$ cat src/rtl/fifo_arb_pkg.sv
// Shared definitions for the FIFO write-side blocks: FSM state encoding and
// index-width helpers.
package fifo_arb_pkg;

  typedef enum logic {
    ST_IDLE  = 1'b0,
    ST_BURST = 1'b1
  } arb_state_t;

  // Width needed to index n items; never narrower than one bit.
  function automatic int unsigned idx_width(input int unsigned n);
    return (n <= 1) ? 1 : $clog2(n);
  endfunction

endpackage

$ cat src/rtl/rr_pick.sv
// Combinational round-robin picker: first set request after i_last_owner,
// searching upward with wrap-around.
module rr_pick
  import fifo_arb_pkg::*;
#(
  parameter int unsigned NUM_REQ = 4,
  parameter int unsigned OWN_W   = idx_width(NUM_REQ)
) (
  input  logic [NUM_REQ-1:0] i_req,
  input  logic [OWN_W-1:0]   i_last_owner,
  output logic [OWN_W-1:0]   o_winner,
  output logic               o_any
);

  function automatic logic [OWN_W-1:0] wrap_idx(input logic [OWN_W-1:0] base,
                                                input int unsigned       off);
    int unsigned sum;
    sum = (32'(base) + off) % NUM_REQ;
    return OWN_W'(sum);
  endfunction

  always_comb begin
    o_winner = '0;
    o_any    = 1'b0;
    for (int unsigned k = 1; k <= NUM_REQ; k++) begin
      if (!o_any && i_req[wrap_idx(i_last_owner, k)]) begin
        o_winner = wrap_idx(i_last_owner, k);
        o_any    = 1'b1;
      end
    end
  end

endmodule

$ cat src/rtl/fifo_wr_arbiter.sv
// Round-robin arbiter sharing the async FIFO write port among NUM_REQ
// producers; grants one burst at a time, capped at MAX_BURST words.
module fifo_wr_arbiter
  import fifo_arb_pkg::*;
#(
  parameter  int unsigned NUM_REQ    = 4,
  parameter  int unsigned DATA_WIDTH = 8,
  parameter  int unsigned MAX_BURST  = 4,
  localparam int unsigned OWN_W      = idx_width(NUM_REQ)
) (
  input  logic                          clk,
  input  logic                          rst_n,
  input  logic [NUM_REQ-1:0]            req_valid,
  input  logic [NUM_REQ*DATA_WIDTH-1:0] req_data,
  input  logic [NUM_REQ-1:0]            req_last,
  output logic [NUM_REQ-1:0]            req_ready,
  input  logic                          full,
  output logic                          w_en,
  output logic [DATA_WIDTH-1:0]         data_in,
  output logic                          busy,
  output logic [OWN_W-1:0]              owner
);

  localparam int unsigned CNT_W = idx_width(MAX_BURST);

  arb_state_t       r_state;
  logic [OWN_W-1:0] r_owner;
  logic [OWN_W-1:0] r_last_owner;
  logic [CNT_W-1:0] r_beat_cnt;
  logic             r_busy;

  logic [DATA_WIDTH-1:0] w_word [NUM_REQ];
  logic [OWN_W-1:0]      w_winner;
  logic                  w_any;
  logic                  w_accept;
  logic                  w_burst_end;

  for (genvar g = 0; g < NUM_REQ; g++) begin : g_unpack
    assign w_word[g] = req_data[g*DATA_WIDTH +: DATA_WIDTH];
  end

  rr_pick #(
    .NUM_REQ (NUM_REQ),
    .OWN_W   (OWN_W)
  ) u_rr_pick (
    .i_req        (req_valid),
    .i_last_owner (r_last_owner),
    .o_winner     (w_winner),
    .o_any        (w_any)
  );

  // Reset gates the write so an aborted burst never writes in the reset cycle.
  assign w_accept    = rst_n & (r_state == ST_BURST) & req_valid[r_owner] & ~full;
  assign w_burst_end = req_last[r_owner] | (r_beat_cnt == CNT_W'(MAX_BURST - 1));

  always_comb begin
    w_en      = w_accept;
    req_ready = '0;
    data_in   = '0;
    if (w_accept) begin
      req_ready[r_owner] = 1'b1;
      data_in            = w_word[r_owner];
    end
  end

  always_ff @(posedge clk) begin
    if (!rst_n) begin
      r_state      <= ST_IDLE;
      r_owner      <= '0;
      r_last_owner <= OWN_W'(NUM_REQ - 1);
      r_beat_cnt   <= '0;
      r_busy       <= 1'b0;
    end else begin
      case (r_state)
        ST_IDLE: begin
          if (w_any) begin
            r_owner    <= w_winner;
            r_beat_cnt <= '0;
            r_state    <= ST_BURST;
            r_busy     <= 1'b1;
          end
        end
        ST_BURST: begin
          if (w_accept) begin
            if (w_burst_end) begin
              r_last_owner <= r_owner;
              r_beat_cnt   <= '0;
              r_state      <= ST_IDLE;
              r_busy       <= 1'b0;
            end else begin
              r_beat_cnt <= r_beat_cnt + CNT_W'(1);
            end
          end
        end
        default: begin
          r_state <= ST_IDLE;
          r_busy  <= 1'b0;
        end
      endcase
    end
  end

  assign busy  = r_busy;
  assign owner = r_owner;

endmodule

$ cat config.mk
export PLATFORM = sky130hd
export DESIGN_NAME = fifo_wr_arbiter
export DESIGN_NICKNAME = d
export VERILOG_FILES = /design/src/rtl/fifo_arb_pkg.sv /design/src/rtl/rr_pick.sv /design/src/rtl/fifo_wr_arbiter.sv
export SDC_FILE = /design/constraint.sdc
export NUM_CORES = 1
export LEC_CHECK = 0
export CAP_MARGIN = 10
export CORE_UTILIZATION = 32
export CTS_BUF_LIST = sky130_fd_sc_hd__clkbuf_2 sky130_fd_sc_hd__clkbuf_4 sky130_fd_sc_hd__clkbuf_8
export CTS_CLUSTER_DIAMETER = 50
export DETAILED_ROUTE_END_ITERATION = 10
export GPL_TIMING_DRIVEN = 0
export HOLD_SLACK_MARGIN = 0.06
export PLACE_DENSITY = 0.84
export REMOVE_ABC_BUFFERS = 1
export SYNTH_ARGS = -nofsm -noshare
export SYNTH_HDL_FRONTEND = slang
export SYNTH_HIERARCHICAL = 1
export SYNTH_SLANG_ARGS = --single-unit
$ cat constraint.sdc
create_clock -name clk -period 1.7 [get_ports clk]
set_input_delay 0.51 -clock clk [delete_from_list [all_inputs] [get_ports clk]]
set_output_delay 0.51 -clock clk [all_outputs]
set_load 0.01 [all_outputs]
# Word-level counts from Yosys, hierarchy flattened

Cells that the tools add are included.

Add/subtract/negate cells: 5
$mul: 0
Div/mod/pow operators: 0
Magnitude comparators: 7
Eq/ne operators: 4
Shift operators: 0
Muxes and demuxes: 39
Bitwise gates (word level): 7
Reduce and logical (&&, ||, !) cells: 11

Operator list:

| kind                                                                                | number |
|---|---|
| 8-bit 2-to-1 mux                                                                    | 3 |
| 1-bit 2-to-1 mux                                                                    | 17 |
| 8-bit binary-select mux with 2-bit select                                           | 1 |
| 2-bit by 3-bit less-than comparator with 1-bit output, second input constant        | 5 |
| 2-bit 2-to-1 mux                                                                    | 7 |
| 1-bit binary-select mux with 2-bit select                                           | 6 |
| 2-bit by 1-bit adder with 2-bit output, second input constant                       | 3 |
| 3-bit AND reduction                                                                 | 2 |
| 2-bit adder, second input constant                                                  | 2 |
| 1-bit logical AND                                                                   | 4 |
| 4-bit 2-to-1 mux                                                                    | 1 |
| 2-bit by 1-bit inequality test with 1-bit output, second input constant             | 2 |
| 1-bit one-hot mux with 2 select lines                                               | 2 |
| 2-bit one-hot mux with 2 select lines                                               | 1 |
| 2-bit AND reduction                                                                 | 2 |
| 1-bit bitwise AND                                                                   | 3 |
| 3-bit greater-or-equal comparator, second input constant                            | 1 |
| 1-bit zero test                                                                     | 3 |
| 2-bit NOT with 3-bit output                                                         | 1 |
| 1-bit demux with 2-bit select                                                       | 1 |
| 2-bit == test, second input constant                                                | 1 |
| 2-bit by 1-bit greater-or-equal comparator with 1-bit output, second input constant | 1 |
| 2-bit inequality test, second input constant                                        | 1 |
| 1-bit NOT                                                                           | 2 |
| 1-bit bitwise OR                                                                    | 1 |

Register bits: 8
Latch bits: 0
Memory bits (writable): 0
ROM bits: 0
Input port bits: 43
Output and inout bits: 16
Memories: 0

# Longest topological paths before layout

Gate-level depths: netlist of the first run.

Depth after elaboration: 15
Depth in mapped cells: 6
Gate-level depth less buffers: 5

# By module

The synthesis of the first run kept the hierarchy.

Modules (own cells, without submodules):

| module          | instances | cells an instance | area an instance (um2) |
|---|---|---|---|
| fifo_wr_arbiter | 1         | 67                | 709.4 |
| rr_pick         | 1         | 14                | 91.3 |

# Least setup slack after synthesis of the first run

OpenSTA, ideal clock, no wires.

Path type: reg-to-output
Start point: reg r_owner[0], in the netlist owner[0]
End point: out data_in[0]
Data arrival time: 1.466 ns
Required time: 1.190 ns
Setup slack: -0.276 ns
Cell stages (with the launch flop): 5
Path buffers: 2
Cells stage by stage: dfxtp_1 > buf_6 > buf_2 > mux4_2 > and3_1

Cells in the longest elaborated chain, start to end: 5

RTL lines:

| item                                                                                                | RTL line                                     | text |
|---|---|---|
| start: declaration                                                                                  | fifo_wr_arbiter.sv:27                        | `logic [OWN_W-1:0] r_owner;` |
| start signal: assignment                                                                            | fifo_wr_arbiter.sv:77                        | `r_owner <= w_winner;` |
| 1-bit binary-select mux with 2-bit select or 2-bit NOT with 3-bit output (tied branches)            | fifo_wr_arbiter.sv:53, fifo_wr_arbiter.sv:62 |  |
| 1-bit 2-to-1 mux (not written as such) or 8-bit binary-select mux with 2-bit select (tied branches) | fifo_wr_arbiter.sv:53, fifo_wr_arbiter.sv:62 |  |
| 1-bit bitwise AND or 8-bit 2-to-1 mux (tied branches) (2 in series)                                 | fifo_wr_arbiter.sv:53, fifo_wr_arbiter.sv:62 |  |
| 8-bit 2-to-1 mux *                                                                                  | fifo_wr_arbiter.sv:60                        | `if (w_accept) begin` |
| end: declaration                                                                                    | fifo_wr_arbiter.sv:19                        | `output logic [DATA_WIDTH-1:0] data_in,` |

Mark *: on every way between the ends. The rest lies on a longest branch, timed or not. The select of a mux whose other input is x is not followed.

# Worst setup path in the final report of the first run

Start point: reg r_owner[0], in the netlist owner[0]
End point: out data_in[1]

The elaborated chain is that of the path after synthesis.

==> results of run 1 <==
[metal layers]
metal  up-vias  wire, µm
met5         -         0
met4         0         0
met3         0       144
met2        34      1718
met1       478      1073
li1        456         -
[power breakdown]
part           switching (µW)  internal, µW
sequential               13.1           195
combinational             107           183
clock                    63.8          80.8
[cells in the final DEF, fill, tap and decap left out, types with 4 or more instances in the layout]
cell type,n
and3_4,7
buf_2,9
buf_4,5
buf_6,16
clkdlybuf4s50_1,5
dfxtp_1,5
dlygate4sd2_1,33
mux2i_1,5
mux4_2,10
nand2_1,4
nand2b_1,4
[state kept, by name (all words and copies together) (netlist names)]
register and count:
owner 2, r_beat_cnt 2, r_last_owner 2, busy 1
r_state 1
[layout make-up]
class                           count  area [µm²]
Tap cell                           28       35.03
Timing Repair Buffer               72       661.9
Fill cell                         208       695.7
Sequential cell                     8       171.4
Inverter                            3       13.76
Multi-Input combinational cell     65       675.6
Clock buffer                        3       22.52
[timing repair]
action | CTS | global route
pin swaps | 13 | 7
cloned | 1 | 0
gates resized for setup | 142 | 15
buffers inserted | 11 | 3
setup endpoints to repair | 23 | 17
[cells by family after synthesis]
kind of cell | after synthesis | synth area share, %
DFF | 8 | 20.00
and+or+nand+nor | 34 | 25.63
AOI/OAI and AO/OA | 14 | 13.13
adders and majority gates | 1 | 1.562
muxes | 15 | 34.38
buffers and inverters | 9 | 5.311
[stage by stage]
step,total power (µW),setup TNS [ps]
floorplan,313.5,-5403
global placement,449.4,-19610
detailed placement,457.4,-20260
CTS,625.7,-3628
global route,673.9,-4567
finish,642.0,-3882
[how the worst min path moves through the flow]
stage	start	endpoint
after floorplan	r_beat_cnt[0]$_SDFFE_PN0P_	r_beat_cnt[0]$_SDFFE_PN0P_
after global placement	r_beat_cnt[0]$_SDFFE_PN0P_	r_beat_cnt[0]$_SDFFE_PN0P_
after detailed placement	r_beat_cnt[0]$_SDFFE_PN0P_	r_beat_cnt[0]$_SDFFE_PN0P_
after CTS	rst_n	r_last_owner[0]$_SDFFE_PN1P_
after global routing	rst_n	r_last_owner[0]$_SDFFE_PN1P_
final	r_beat_cnt[0]$_SDFFE_PN0P_	r_beat_cnt[0]$_SDFFE_PN0P_
[critical path: cells and delay by family, from the launching register on]
kind                   cells  cell delay [ps]
multiplexers               1              550
flip-flops                 1              390
buffers and inverters      2              260
AND/OR/NAND/NOR            1              160
==> metrics, run 1 <==
IO buf count 58; cells after synthesis 81; number of enable-type register cells in the synthesized netlist 0; status finished, violations left; Place WS -1341 ps; Pre-antenna DRT Iters 5; Via density 5.408; CTS Hold Bufs 0; root buffer cell clkbuf_4; met1 GRT Util 24.87%; fin crit share 124.4%; Largest stage delay, worst path 550 ps; RSZ-0062 raised after global routing true; Global Route met2 Usage 43.80%; Placed Area 0.001385 mm²; average size of a mapped cell 9.886 µm²; Core Util, Final 69.43%; IR drop worst, VDD 457.2 µV; hold depth 1; die area 0.002707 mm²; share of post-route cells with drive strength above 1 46.36%; busiest layer in global routing met2; hpwl dp 1925 µm; area leader, netlist dfxtp_1; die height 52.03 µm; Synth top area share 20.00%; Clock Sinks 8; GP Congestion 0.7730; via count of the first global-routing pass 964; # IOs 59; PnR worst setup slack -415.1 ps; core area 0.002276 mm²; CP Cell Sequence mux4_2, buf_6, and3_4, buf_6; max frequency 0.4728 GHz; antenna violations before repair 0; First DRT Iteration DRCs 19; GRT Overall Usage 21.81%; R2R Path End r_beat_cnt[1]$_SDFFE_PN0P_; DRC violations left 0; Clock Skew 6.425 ps; GRT met3 Usage 1.754%; Worst Path Required 1190 ps; Setup Viol. Count Final 15; PD cells 406.2 mW/mm²; Layout Nets 197; synth cell count leaders and3_1 (8), dfxtp_1 (8), mux4_2 (6); asr flop ratio synth 0%; Crit. Startpoint owner[0]$_SDFFE_PN0P_; slowest stage cell, crit path mux4_2; Synth Register Bits 8; Hold Crit Class register to register; H-tree levels 1; fin crit period 2115 ps; crit start category register; die width 52.03 µm; top_reg_cell synth dfxtp_1; n_diodes 0; critical path class register to output pin; synthesized area 800.8 µm²; Worst path most repeated cell buf_6; slew margin rel. 72.46%; Critical Path Sink data_in[1]; Reg2Reg Setup Slack -70 ps; fin. max-slew vios 0; total number of vias 968; Post-Place Cells 161; Num CTS Buffers 3; r2r worst-path depth 7; top post-synthesis cells by area dfxtp_1 (20%), mux4_2 (17%), mux4_1 (9.8%); first-pass GRT wire length 4353 µm; final-report hold violation count 0; Yosys cell types 34; row count 17; sequential share of the synthesized area 20.00%; hold_ws 468.6 ps; pin count of the biggest net entering global routing 12; Worst setup EP type output pin; Worst-Margin Slew 412.2 ps; post-DR wirelength/cell 16.40 µm; Worst Path Arrival 1610 ps; Clock Latency Late Sink 250 ps; antenna violation net count after detailed routing 0; final instance area 0.001580 mm²; CP Max Fanout 5; Leak 0.0007212 µW; final non-filler cell total 179; area grow syn2layout 97.34%; MaxCap Viol Count 0; R2R Path Start owner[0]$_SDFFE_PN0P_; violated checks negative setup slack; CTS tree built; Yosys warning count 6; DRT Wirelength 2936 µm; grt total ovfl 0; clock transition at the registers of the reported paths 60 ps; Initial Utilization 35.18%; clock buffer depth 2
(Power assumes the default switching activity.)
==> run 2, diff against run 1 <==
CORE_UTILIZATION = 55   (was 32)
DONT_BUFFER_PORTS = 1   (was unset)
PLACE_DENSITY = 0.78   (was 0.84)
==> metrics, run 2 (synthesis gave the netlist of run 1 again) <==
status finished, violations left; violated checks negative setup slack; Pre-antenna DRT Iters 4 (-1); IO buf count 0 (-100%); row count 13 (-4); die height 40.16 µm (-23%); fin crit share 119.5% (-4.9 points); # IOs 59 (unchanged); antenna violation net count after detailed routing 0 (unchanged); Core Util, Final 76.27% (+6.8 points); CP top delay family multiplexers; Worst-Margin Slew 404.6 ps (-7.645 ps); Worst Path Arrival 1520 ps (-90 ps); die area 0.001612 mm² (-40%); Initial Utilization 60.04% (+25 points); Placed Area 788.3 µm² (-43%); pin count of the biggest net entering global routing 19 (+7); sum of buffers and inverters on the critical path 0 (-2); CP Max Fanout 8 (+3); first-pass GRT wire length 2684 µm (-38%); crit start category register; DRT Wirelength 2056 µm (-30%); MaxCap Viol Count 0 (unchanged); root buffer cell clkbuf_4; PnR worst setup slack -331.2 ps (+83.92 ps); fin. max-slew vios 0 (unchanged); hold_ws 346.5 ps (-122.1 ps); Reg2Reg Setup Slack -90 ps (-20 ps); CTS tree built; slowest stage cell, crit path mux4_2; share of post-route cells with drive strength above 1 51.19% (+4.8 points); Layout Nets 130 (-34%); GP Congestion 0.7412 (-4.1%); RSZ-0062 raised after global routing true; DRC violations left 0 (unchanged); via count of the first global-routing pass 620 (-36%); Num CTS Buffers 3 (unchanged); Setup Viol. Count Final 19 (+4); area grow syn2layout 27.03%; most common cell after layout, fill and taps aside and3_4; Worst Path Required 1190 ps (about the same); IR drop worst, VDD 343.0 µV (-25%); CTS Hold Bufs 0 (unchanged); Via density 7.081 (+31%); die width 40.16 µm (-23%); Crit. Startpoint owner[0]$_SDFFE_PN0P_; PD cells 519.8 mW/mm² (+28%); Worst setup EP type output pin; HP Start rst_n; critical path class register to output pin; post-DR wirelength/cell 20.77 µm (+27%); total number of vias 701 (-28%); n_diodes 0 (unchanged); core area 0.001334 mm² (-41%); slew margin rel. 72.97% (+0.51 points); CP Cell Sequence mux4_2, and3_4; GRT Overall Usage 25.88% (+4.1 points); Leak 0.0003827 µW (-47%); clock transition at the registers of the reported paths 50 ps (about the same); H-tree levels 1 (unchanged); Largest stage delay, worst path 610 ps (+60 ps); grt total ovfl 0 (unchanged); antenna violations before repair 0 (unchanged); max frequency 0.4923 GHz (+4.1%); Clock Latency Late Sink 250 ps (about the same); clock buffer depth 2 (unchanged); fin crit period 2031 ps (-83.93 ps); Hold Crit Class primary input to register; commonest cells after routing, fill and taps aside and3_4 (8), mux4_2 (7), dfxtp_1 (5), nand2b_1 (4), mux2i_1 (4); Clock Sinks 8 (unchanged); R2R Path Start owner[0]$_SDFFE_PN0P_; final-report hold violation count 0 (unchanged); First DRT Iteration DRCs 22 (+3); hpwl dp 1217 µm (-37%); final instance area 0.001017 mm² (-36%); Clock Skew 1.491 ps (-4.934 ps)
-- run 2: where the power goes --
part | switching [µW] | internal (µW) | total, µW | leakage (µW)
registers | 22.5 | 196 | 218 | 0.0000670
logic | 65.2 | 100 | 165 | 0.000302
clock network | 64.3 | 80.8 | 145 | 0.0000138
total | 152 | 377 | 529 | 0.000383
-- run 2: through the flow --
step	std cells	setup WS [ps]	total power [µW]	TNS [ps]
3_5_place_dp	90	-638.4	330.6	-8730
4_1_cts	97	-332.6	508.6	-3628
2_1_floorplan	75	-446.6	313.5	-5403
3_3_place_gp	90	-603.6	327.3	-8158
6_report	99	-331.2	528.7	-3596
5_1_grt	99	-391.5	550.7	-4620
-- run 2: metal layers --
metal / track usage, % / part of all wire [%]
met1: 31.47 / 42
met2: 46.37 / 52
met3: 3.889 / 5.9
met4: 7.759 / 0.29
met5: 0 / 0
-- run 2: path summary, 6_finish.rpt --
check / endpoint / cells after the start
max: data_in[1] / 2
min: r_last_owner[0]$_SDFFE_PN1P_ / 1
max reg2reg: r_last_owner[1]$_SDFFE_PN1P_ / 8
min reg2reg: r_beat_cnt[1]$_SDFFE_PN0P_ / 2
-- run 2: area by class of cell --
cell class / instances / area, µm²
tap: 15 / 18.77
clock buffer: 3 / 22.52
inverter: 3 / 16.27
fill: 92 / 316.6
multi-input combinational: 65 / 721.9
sequential: 8 / 168.9
timing repair buffer: 5 / 68.82
-- run 2: timing repair --
item	CTS	global route
buffers inserted	3	2
cloned	1	0
pin swaps	6	12
setup endpoints to repair	19	19
gates resized for setup	20	21
